--- config.mk ---
export PLATFORM = sky130hd
export DESIGN_NAME = uart_tx_buf
export DESIGN_NICKNAME = d
export VERILOG_FILES = /design/src/rtl/uart_tx_buf.sv
export SDC_FILE = /design/constraint.sdc
export NUM_CORES = 1
export LEC_CHECK = 0
export ABC_AREA = 1
export CORE_MARGIN = 3
export CORE_UTILIZATION = 60
export CTS_CLUSTER_DIAMETER = 150
export DETAILED_ROUTE_END_ITERATION = 16
export HOLD_SLACK_MARGIN = 0.06
export PLACE_DENSITY = 0.91
export SLEW_MARGIN = 20
export SYNTH_ARGS = -nofsm -noshare
export SYNTH_HDL_FRONTEND = slang
export SYNTH_SLANG_ARGS = --single-unit
--- constraint.sdc ---
create_clock -name clk -period 3.8 [get_ports clk]
set_clock_uncertainty 0.15 [all_clocks]
set_input_delay 0.76 -clock clk [delete_from_list [all_inputs] [get_ports clk]]
set_output_delay 0.76 -clock clk [all_outputs]
set_load 0.1 [all_outputs]
--- src/rtl/uart_tx_buf.sv ---
// uart_tx_buf: byte FIFO feeding an 8N1 UART transmitter.
//
// Parameters
//   BAUD_DIV  clocks per serial bit (4..4095)
//   DEPTH     FIFO entries (power of 2, 2..16)
// Ports
//   clk       clock, rising edge
//   rst_n     asynchronous active-low reset
//   wr_en     push wr_data into the FIFO (dropped while full)
//   wr_data   byte to transmit
//   full      FIFO holds DEPTH bytes
//   empty     FIFO holds no bytes
//   busy      a frame is on the line
//   tx_done   one-cycle pulse during the last clock of each stop bit
//   TX        serial line, idle high, driven from a flop
module uart_tx_buf #(
    parameter int unsigned BAUD_DIV = 2604,
    parameter int unsigned DEPTH    = 4
) (
    input  logic       clk,
    input  logic       rst_n,
    input  logic       wr_en,
    input  logic [7:0] wr_data,
    output logic       full,
    output logic       empty,
    output logic       busy,
    output logic       tx_done,
    output logic       TX
);

    localparam int unsigned AW        = (DEPTH > 1) ? $clog2(DEPTH) : 1;
    localparam logic [11:0] BAUD_LAST = 12'(BAUD_DIV - 1);
    localparam logic [AW:0] CNT_FULL  = (AW + 1)'(DEPTH);

    typedef enum logic {
        IDLE,
        XMIT
    } state_t;

    state_t      state, state_nxt;

    logic [7:0]  mem [DEPTH];
    logic [AW-1:0] wr_ptr, rd_ptr;
    logic [AW:0] count;

    // shreg[0] is the line itself; ones are shifted in from the top so the
    // register is all ones once the stop bit is reached and while idle.
    logic [9:0]  shreg;
    logic [11:0] baud_cnt;
    logic [3:0]  bit_cnt;

    logic        push, load, shift, baud_end;

    assign full     = (count == CNT_FULL);
    assign empty    = (count == '0);
    assign push     = wr_en && !full;
    assign baud_end = (baud_cnt == BAUD_LAST);
    assign TX       = shreg[0];

    always_ff @(posedge clk or negedge rst_n) begin
        if (!rst_n) begin
            state <= IDLE;
        end else begin
            state <= state_nxt;
        end
    end

    always_comb begin
        state_nxt = state;
        load      = 1'b0;
        shift     = 1'b0;
        busy      = 1'b0;
        tx_done   = 1'b0;
        case (state)
            IDLE: begin
                if (!empty) begin
                    load      = 1'b1;
                    state_nxt = XMIT;
                end
            end
            XMIT: begin
                busy = 1'b1;
                if (baud_end) begin
                    if (bit_cnt == 4'd9) begin
                        tx_done = 1'b1;
                        if (!empty) begin
                            load = 1'b1;
                        end else begin
                            state_nxt = IDLE;
                        end
                    end else begin
                        shift = 1'b1;
                    end
                end
            end
            default: state_nxt = IDLE;
        endcase
    end

    // Storage has no reset: clearing the pointers and count discards it.
    always_ff @(posedge clk) begin
        if (push) begin
            mem[wr_ptr] <= wr_data;
        end
    end

    always_ff @(posedge clk or negedge rst_n) begin
        if (!rst_n) begin
            wr_ptr <= '0;
            rd_ptr <= '0;
            count  <= '0;
        end else begin
            if (push) begin
                wr_ptr <= wr_ptr + 1'b1;
            end
            if (load) begin
                rd_ptr <= rd_ptr + 1'b1;
            end
            case ({push, load})
                2'b10:   count <= count + (AW + 1)'(1);
                2'b01:   count <= count - (AW + 1)'(1);
                default: count <= count;
            endcase
        end
    end

    always_ff @(posedge clk or negedge rst_n) begin
        if (!rst_n) begin
            shreg    <= '1;
            baud_cnt <= '0;
            bit_cnt  <= '0;
        end else if (load) begin
            shreg    <= {1'b1, mem[rd_ptr], 1'b0};
            baud_cnt <= '0;
            bit_cnt  <= '0;
        end else if (shift) begin
            shreg    <= {1'b1, shreg[9:1]};
            baud_cnt <= '0;
            bit_cnt  <= bit_cnt + 4'd1;
        end else if (state == XMIT) begin
            baud_cnt <= baud_end ? '0 : baud_cnt + 12'd1;
        end
    end

endmodule

Yosys cells after proc, flatten, opt, wreduce, memory -nomap -nowiden

Memory sizes are Yosys's and may differ from the RTL's.
Cells that the tools add are included.

Reductions and logical operators: 6
$mul: 0
Bitwise gates (word level): 1
Equality and inequality tests: 5
Div/mod/pow operators: 0
Add/subtract/negate cells: 6
Shift operators: 0
Order comparisons: 0
Mux-type cells: 25

Operator list:

| operator                                            | number |
|---|---|
| 2-to-1 mux 12 bit                                   | 4 |
| 2-to-1 mux 10 bit                                   | 2 |
| 2-to-1 mux 1 bit                                    | 14 |
| adder 12 x 1 -> 12 bit, second input constant       | 1 |
| equality test 12 bit, second input constant         | 1 |
| 2-to-1 mux 4 bit                                    | 2 |
| case mux 3 bit (2 select lines)                     | 1 |
| adder 2 x 1 -> 2 bit, second input constant         | 2 |
| adder 4 x 1 -> 4 bit, second input constant         | 1 |
| equality test 4 bit, second input constant          | 1 |
| case mux 1 bit (2 select lines)                     | 2 |
| nonzero test 2 bit                                  | 2 |
| adder 3 x 1 -> 3 bit, second input constant         | 1 |
| equality test 3 bit, second input constant          | 1 |
| zero test 3 bit                                     | 1 |
| nonzero test 3 bit                                  | 1 |
| subtractor 3 x 1 -> 3 bit, second input constant    | 1 |
| equality test 2 x 1 -> 1 bit, second input constant | 1 |
| equality test 2 bit, second input constant          | 1 |
| logical AND 1 bit                                   | 1 |
| zero test 1 bit                                     | 1 |
| inverter 1 bit                                      | 1 |

Output and inout port bits: 5
Word-level logic and storage cells: 51
Input bits: 11
Latch bits: 0
Bits in read-only memories: 0
Register bits: 34
Memory bits (writable): 32
Memories: 1

Memory list:

| name | depth | bits a word | rd ports | clocked after memory_dff | write ports | line | text |
|---|---|---|---|---|---|---|---|
| mem  | 4     | 8           | 1        | 0                        | 1           | 42   | `logic [7:0] mem [DEPTH];` |

Depth between registers and ports, before layout

Gate-level depths: netlist of run 1.

Depth after elaboration: 7
Mapped depth: 14
Gate-level depth less buffers: 13

Least setup slack after synthesis of run 1

Ideal clock, no wire load.

Kind: flip-flop to output port
Start: register state
End: output port tx_done
Stages on the path, launching flop included: 3
Arrival time: 2,481 ps
Setup slack: 409 ps
Path buffers: 0
Required time: 2,890 ps
Path through: dfrtp_1 -> nand3_1 -> nor2_1

Word-level cells in the longest chain between the ends: 1

RTL lines:

| what                     | line | text |
|---|---|---|
| start: declaration       | 40   | `state_t state, state_nxt;` |
| start signal: assignment | 64   | `state <= state_nxt;` |
| 2-to-1 mux 1 bit         | 74   | `case (state)` |
| end: declaration         | 27   | `output logic tx_done,` |

Every way passes these cells.

Worst setup path after layout of run 1

Start: register shreg[0]
End: output port TX

RTL lines:

| what                     | line | text |
|---|---|---|
| start: declaration       | 48   | `logic [9:0] shreg;` |
| start signal: assignment | 133  | `shreg <= {1'b1, mem[rd_ptr], 1'b0};` |
| start signal: assignment | 137  | `shreg <= {1'b1, shreg[9:1]};` |
| end: declaration         | 28   | `output logic TX` |

No word-level cell between the ends.

==> results of run 1 <==
-- area by class of cell --
type                       count  area (sq um)
sequential                    65          1798
clock inverter                 7         102.6
tap                           67         83.83
multi-input combinational    193          1057
clock buffer                   9         123.9
inverter                      29         108.9
timing repair buffer          16         147.6
fill                         331          1364
-- stage by stage --
| stage | instance area [sq um] | util | total power [mW] | hold WS [ps] | cells |
|---|---|---|---|---|---|
| floorplan | 3029 | - | 1.106 | 313.7 | 295 |
| global placement | 3196 | 0.6677 | 1.183 | 319.1 | 370 |
| detailed placement | 3196 | 0.6677 | 1.201 | 329.9 | 370 |
| CTS | 3422 | 0.7150 | 1.866 | 342.2 | 386 |
| global route | 3422 | 0.7150 | 1.937 | 367.1 | 386 |
| finish | 3422 | 0.7150 | 1.850 | 336.0 | 386 |
-- where the power goes --
| group | switching (mW) | total, mW | internal [mW] |
|---|---|---|---|
| clock network | 0.291 | 0.666 | 0.376 |
| registers | 0.0339 | 0.877 | 0.843 |
| logic | 0.224 | 0.307 | 0.0824 |
| total | 0.549 | 1.85 | 1.30 |
-- state kept, by name, summed over array words and instances (netlist names) --
signal    cells
bit_cnt       4
baud_cnt     12
shreg         9
rd_ptr        2
count         3
wr_ptr        2
state         1
mem          32
-- layout by cell type (no fill, tap or decap), types with 2 or more instances in the layout --
| cell type | Yosys | routed |
|---|---|---|
| nand3_1 | 31 | 31 |
| o22ai_1 | 8 | 8 |
| nor2_1 | 36 | 36 |
| nand2_2 | 3 | 3 |
| dfrtp_1 | 24 | 24 |
| buf_4 | 0 | 5 |
| edfxtp_1 | 32 | 32 |
| a21oi_2 | 2 | 2 |
| ha_1 | 8 | 8 |
| inv_6 | 0 | 2 |
| o21ai_2 | 2 | 2 |
| nor2_4 | 2 | 2 |
| xor2_1 | 8 | 8 |
| o21ai_0 | 27 | 27 |
| clkinv_1 | 2 | 2 |
| inv_1 | 27 | 27 |
| nor3_1 | 2 | 2 |
| a21oi_1 | 4 | 4 |
| dfstp_2 | 9 | 9 |
| nand3b_1 | 2 | 2 |
| clkbuf_8 | 0 | 9 |
| nor2_2 | 2 | 2 |
| nand2_1 | 45 | 45 |
| bufinv_16 | 0 | 2 |
| clkdlybuf4s50_1 | 0 | 11 |
| nand3_2 | 3 | 3 |
| clkinv_4 | 0 | 2 |
-- worst reg2reg max path: stages (launching register included) --
cell	delay, ps
dfrtp_1	400
ha_1	210
nand2_1	70
clkinv_1	50
nand2_2	60
nor2_4	110
nand3_2	90
a21oi_2	450
ha_1	240
inv_1	70
fa_1	370
a21oi_1	150
o21ai_0	110
xor2_1	150
-- kinds of logic (layout without fill, tap and decap cells) --
group                    count (synthesis)  in the layout
XOR/XNOR                                 9              9
buffers and inverters                   37             61
adder cells (fa/ha/maj)                  9              9
flip-flops                              65             65
AO/OA/AOI/OAI                           46             46
AND/OR/NAND/NOR                        129            129
-- worst paths after layout --
path / slack (ps) / end / start / cells after the start
worst max-delay path: 890 / TX / shreg[0] / 1
worst min-delay path: 340 / shreg[0] / shreg[0] / 2
worst max register to register: 990 / count[2] / baud_cnt[0] / 13
worst min register to register: 340 / shreg[0] / shreg[0] / 2
max in group asynchronous: 2500 / shreg[8] / rst_n / 2
min in group asynchronous: 660 / baud_cnt[5] / rst_n / 2
-- metal layers --
layer	track usage	up-vias	routed length, um
li1	-	1033	-
met5	0	-	0
met1	0.2411	997	2342
met4	0.08897	0	121
met2	0.3493	60	2769
met3	0.05986	16	300
==> reports/metrics.yaml, run 1 <==
ys.flop_type: "edfxtp_1"
post_dr_vias_cell: 5.456
synth_top_family_by_area: "simple AND/OR/NAND/NOR gates"
ys_top_cells_by_area: "edfxtp_1 (32%), dfrtp_1 (20%), dfstp_2 (7.8%)"
flow.area_growth_from_synthesis_pct: 12.97
synth_fa_ha_area_frac: 0.03965
cts_made_buffers: 9
finalSetupViolations: 0
compound_gate_fraction_of_synth_area: 0.08757
overflow: 0
yosys.area_share.xor_xnor: 0.02602
outcome: "finished, final reports clean"
number_of_antenna_violations_at_the_first_check_in_global_routing: 0
critical_path_cell_list: "clkdlybuf4s50_1"
critPathBufInv: 1
clock_sink_count: 65
drive_above_1_share: 0.1442
place_hpwl_um: 3756
relSlewSlack: 0.3590
timing.final.ws_setup_ps: 889.8
clock.fmax_ghz: 0.3436
dr.first_iter.drc_count: 143
number_of_placed_i_o_pins: 16
crit_path_max_incr_delay_ps: 1120
critical_path_class: "flop to primary output"
power.ir.vdd_worst_uv: 473.7
path_delay_family: "buffers and inverters"
unrepaired_setup_endpoints_after_global_routing: "false"
post-route-min-period_ps: 2910
global_route_wire_length_before_repair_um: 9377
number_of_endpoints_with_negative_hold_slack_in_the_final_report: 0
cts.repair.resized: 0
htreeDepth: 3
dieArea_sq_um: 5937
ys_async_sr_fraction: 0.5077
min-delay-path-class: "flop to flop"
synthMuxAreaShare: 0
path_clk_slew_ps: 70
number_of_maximum_capacitance_violations: 0
die_height_um: 77.06
power_per_cell_area_nw_per_um2: 540.6
clk_root_buffer_cell: "clkbuf_8"
synthCells: 295
syn_nets: 315
placement_rows: 25
port_buffers: 15
synth_area_per_cell_sq_um: 10.27
ctsLongestPathBuffers: 2
drt-pass1-iter-count: 4
synth_enable_flop_cells: 32
first_global_vias: 2109
grt_max_degree: 34
core_region_area_sq_um: 4786
slowest_stage: "clkdlybuf4s50_1"
antenna_left: 0
finalNetCount: 334
groute.usage.overall: 0.2049
cts.repair_timing.setup_buffer_count: 0
area_share_of_the_largest_cell_type_after_synthesis: 0.3172
synth_most_common_cell: "nand2_1"
synth-seq-area-share: 0.5936
routed_wl_um: 5533
timing.final.crit_share: 0.7658
yosys.area.top_type: "edfxtp_1"
critical_path.endpoint_type: "primary output"
num_antenna_cells: 0
final.setup.tns_ps: 0
synth.distinct_cells: 31
die_span_in_x_um: 77.06
drcViolationCount: 0
cp_data_arrival_time_ps: 2000
final_max_slew_viol_count: 0
post_synth_instance_area_sq_um: 3029
place_worst_setup_slack_ps: 1008
insertion_delay_ps: 350
routed-via-count: 2106
rd_place_congestion: 0.8613
critPathRequiredTime_ps: 2890
hold_buffers: 0
crit_fanout: 2
cts_tree: "yes"
worstSetupStartpointType: "flop"
initial_core_util: 0.6329
static-leakage-power_nw: 1.395
seq_cells_post_synth: 65
synthesis.yosys.warnings: 0
avgRoutedWirePerCell_um: 14.33
worstMarginPinSlew_ps: 958.5
synth_simple_gate_area_share: 0.1958
top_cells_by_instance_count_after_synthesis: "nand2_1 (45), nor2_1 (36), edfxtp_1 (32)"
(Power assumes the default switching activity.)
==> inputs of run 2 (changes only) <==
Settings changed: CORE_UTILIZATION 60 to 53, PLACE_DENSITY 0.91 to 0.86.
Clock period 3.8 ns to 2.4 ns, I/O delays scaled along.
==> reports/metrics.yaml, run 2 (same netlist as run 1, synthesis figures left out) <==
outcome: "finished, final reports clean"
final_max_slew_viol_count: 0
finalSetupViolations: 0
worstMarginPinSlew_ps: 531.4
timing.final.crit_share: 0.9840
regMostFlops: "mem"
static-leakage-power_nw: 1.430
path_clk_slew_ps: 70
power.total_mw: 2.880
critPathRequiredTime_ps: 2470
number_of_maximum_capacitance_violations: 0
share_clk_of_total_power: 0.311
power.ir.vdd_worst_uv: 505.1
sw_frac_of_total: 0.2988
clock_sink_count: 65
largest_register_ff_count: 32
die_height_um: 81.60
timing.final.ws_setup_ps: 38.34
critical_path.endpoint: "count[2]"
overflow: 0
dieArea_sq_um: 6659
critical_path_cell_list: "ha_2, nand2_1, clkinv_1, nand2_2, nor2_4, nand3_2, a21oi_4, ha_4, inv_2, fa_2, a21oi_2, o21ai_1, xor2_1"
critical_path_class: "flop to flop"
place_hpwl_um: 3771
p_switching_mw: 0.8606
cts_tree: "yes"
place_area_sq_um: 3323
cp_data_arrival_time_ps: 2430
drcViolationCount: 0
worst_r2r_endpoint: "count[2]"
cts_made_buffers: 9
ff_latch_area_sq_um: 1798
grt_max_degree: 34
number_of_endpoints_with_negative_hold_slack_in_the_final_report: 0
htreeDepth: 3
unrepaired_setup_endpoints_after_global_routing: "true"
biggest_registers_after_layout: "mem x32, baud_cnt x12, shreg x9"
dr.first_iter.drc_count: 133
p_comb_frac: 0.206
clk_root_buffer_cell: "clkbuf_8"
drive_above_1_share: 0.2000
multiInputGateArea_sq_um: 1096
groute.usage.overall: 0.1861
worstSetupStartpointType: "flop"
r2r_setup_slack_ps: 40
r2r.worst_path.cells: 13
ctsLongestPathBuffers: 2
post_dr_vias_cell: 5.305
port_buffers: 15
first_global_vias: 2062
place_worst_setup_slack_ps: 32.45
avgRoutedWirePerCell_um: 13.84
worstSetupStartpoint: "baud_cnt[0]"
stdcell_area_sq_um: 3555
insertion_delay_ps: 340
finalNetCount: 345
critical_path.endpoint_type: "flop"
mostFrequentLayoutCells: "nand2_1 (45), nor2_1 (34), edfxtp_1 (32)"
final.hold.worst_slack_ps: 342.4
placement_rows: 26
antenna_left: 0
seqPwrFrac: 0.483
slowest_stage: "dfrtp_1"
post-route-min-period_ps: 2362
hold_buffers: 0
flow.area_growth_from_synthesis_pct: 17.35
r2r-start: "baud_cnt[0]"
number_of_antenna_violations_at_the_first_check_in_global_routing: 0
drt-pass1-iter-count: 4
min-delay-path-class: "flop to flop"
rd_place_congestion: 0.7957
routed-via-count: 2122
n_fill_cell: 387
layout.cells.most_common: "nand2_1"
core_region_area_sq_um: 5303
clock.fmax_ghz: 0.4234
crit_path_max_incr_delay_ps: 380
initial_core_util: 0.5713
crit_fanout: 4
utilization: 0.6704
number_of_placed_i_o_pins: 16
die_span_in_x_um: 81.60
num_antenna_cells: 0
global_route_wire_length_before_repair_um: 9121
relSlewSlack: 0.6454
power_per_cell_area_nw_per_um2: 810.2
power_report.internal_total_mw: 2.019
routed_wl_um: 5537
==> run 2: cell count changes in the layout (fill, tap and decap cells not counted), sizes merged <==
cell | before | now
bufinv | 2 | 1
clkdlybuf4s50 | 11 | 10
buf | 5 | 17
clkinvlp | 1 | 4
inv | 29 | 26
clkinv | 4 | 5
==> run 2: worst min path at each step <==
| stage | startpoint | to | slack, ps | cells after the start |
|---|---|---|---|---|
| 3_5_place_dp | shreg[1] | shreg[0] | 330 | 2 |
| 6_report | shreg[1] | shreg[0] | 340 | 2 |
| 4_1_cts | shreg[8] | shreg[8] | 340 | 2 |
| 2_1_floorplan | rst_n | baud_cnt[0] | 30 | 0 |
| 3_3_place_gp | shreg[8] | shreg[8] | 330 | 2 |
| 5_1_grt | shreg[1] | shreg[0] | 370 | 2 |
==> run 2: repair_timing <==
item | CTS | global route
resized for setup | 0 | 3
endpoints found under the setup margin | 0 | 2
buffers inserted | 0 | 3
==> run 2: layout make-up <==
cell class	instances	area share
Multi-Input combinational cell	193	0.3083
Sequential cell	65	0.5058
Clock buffer	9	0.03485
Tap cell	70	0.02464
Clock inverter	7	0.02006
Timing Repair Buffer	27	0.07462
Inverter	29	0.03168
==> run 2: power groups by stage <==
stage | clock (mW) | combinational, mW | sequential, mW
after CTS | 0.910 | 0.596 | 1.39
after global placement | 0 | 0.578 | 1.40
final | 0.897 | 0.593 | 1.39
after floorplan | 0 | 0.378 | 1.40
after global routing | 0.966 | 0.657 | 1.40
after detailed placement | 0 | 0.595 | 1.41
==> run 2: critical path: cells and delay by family (launching register included) <==
kind | cells | cell delay, ps
AO/OA/AOI/OAI | 3 | 410
XOR/XNOR | 1 | 150
adder cells (fa/ha/maj) | 3 | 680
buffers and inverters | 2 | 100
flip-flops | 1 | 380
AND/OR/NAND/NOR | 4 | 350
==> run 2: routing by layer <==
metal,share of wire,global-route usage,vias up
li1,-,-,1057
met1,0.43,0.2197,999
met2,0.51,0.3176,53
met3,0.038,0.03947,13
met4,0.023,0.09967,0
met5,0,0,-
==> run 2: through the flow <==
step,setup TNS [ps],std cells
after floorplan,-335.5,295
after CTS,0,397
after detailed placement,0,381
after global routing,-95.50,400
after global placement,0,381
final,0,400
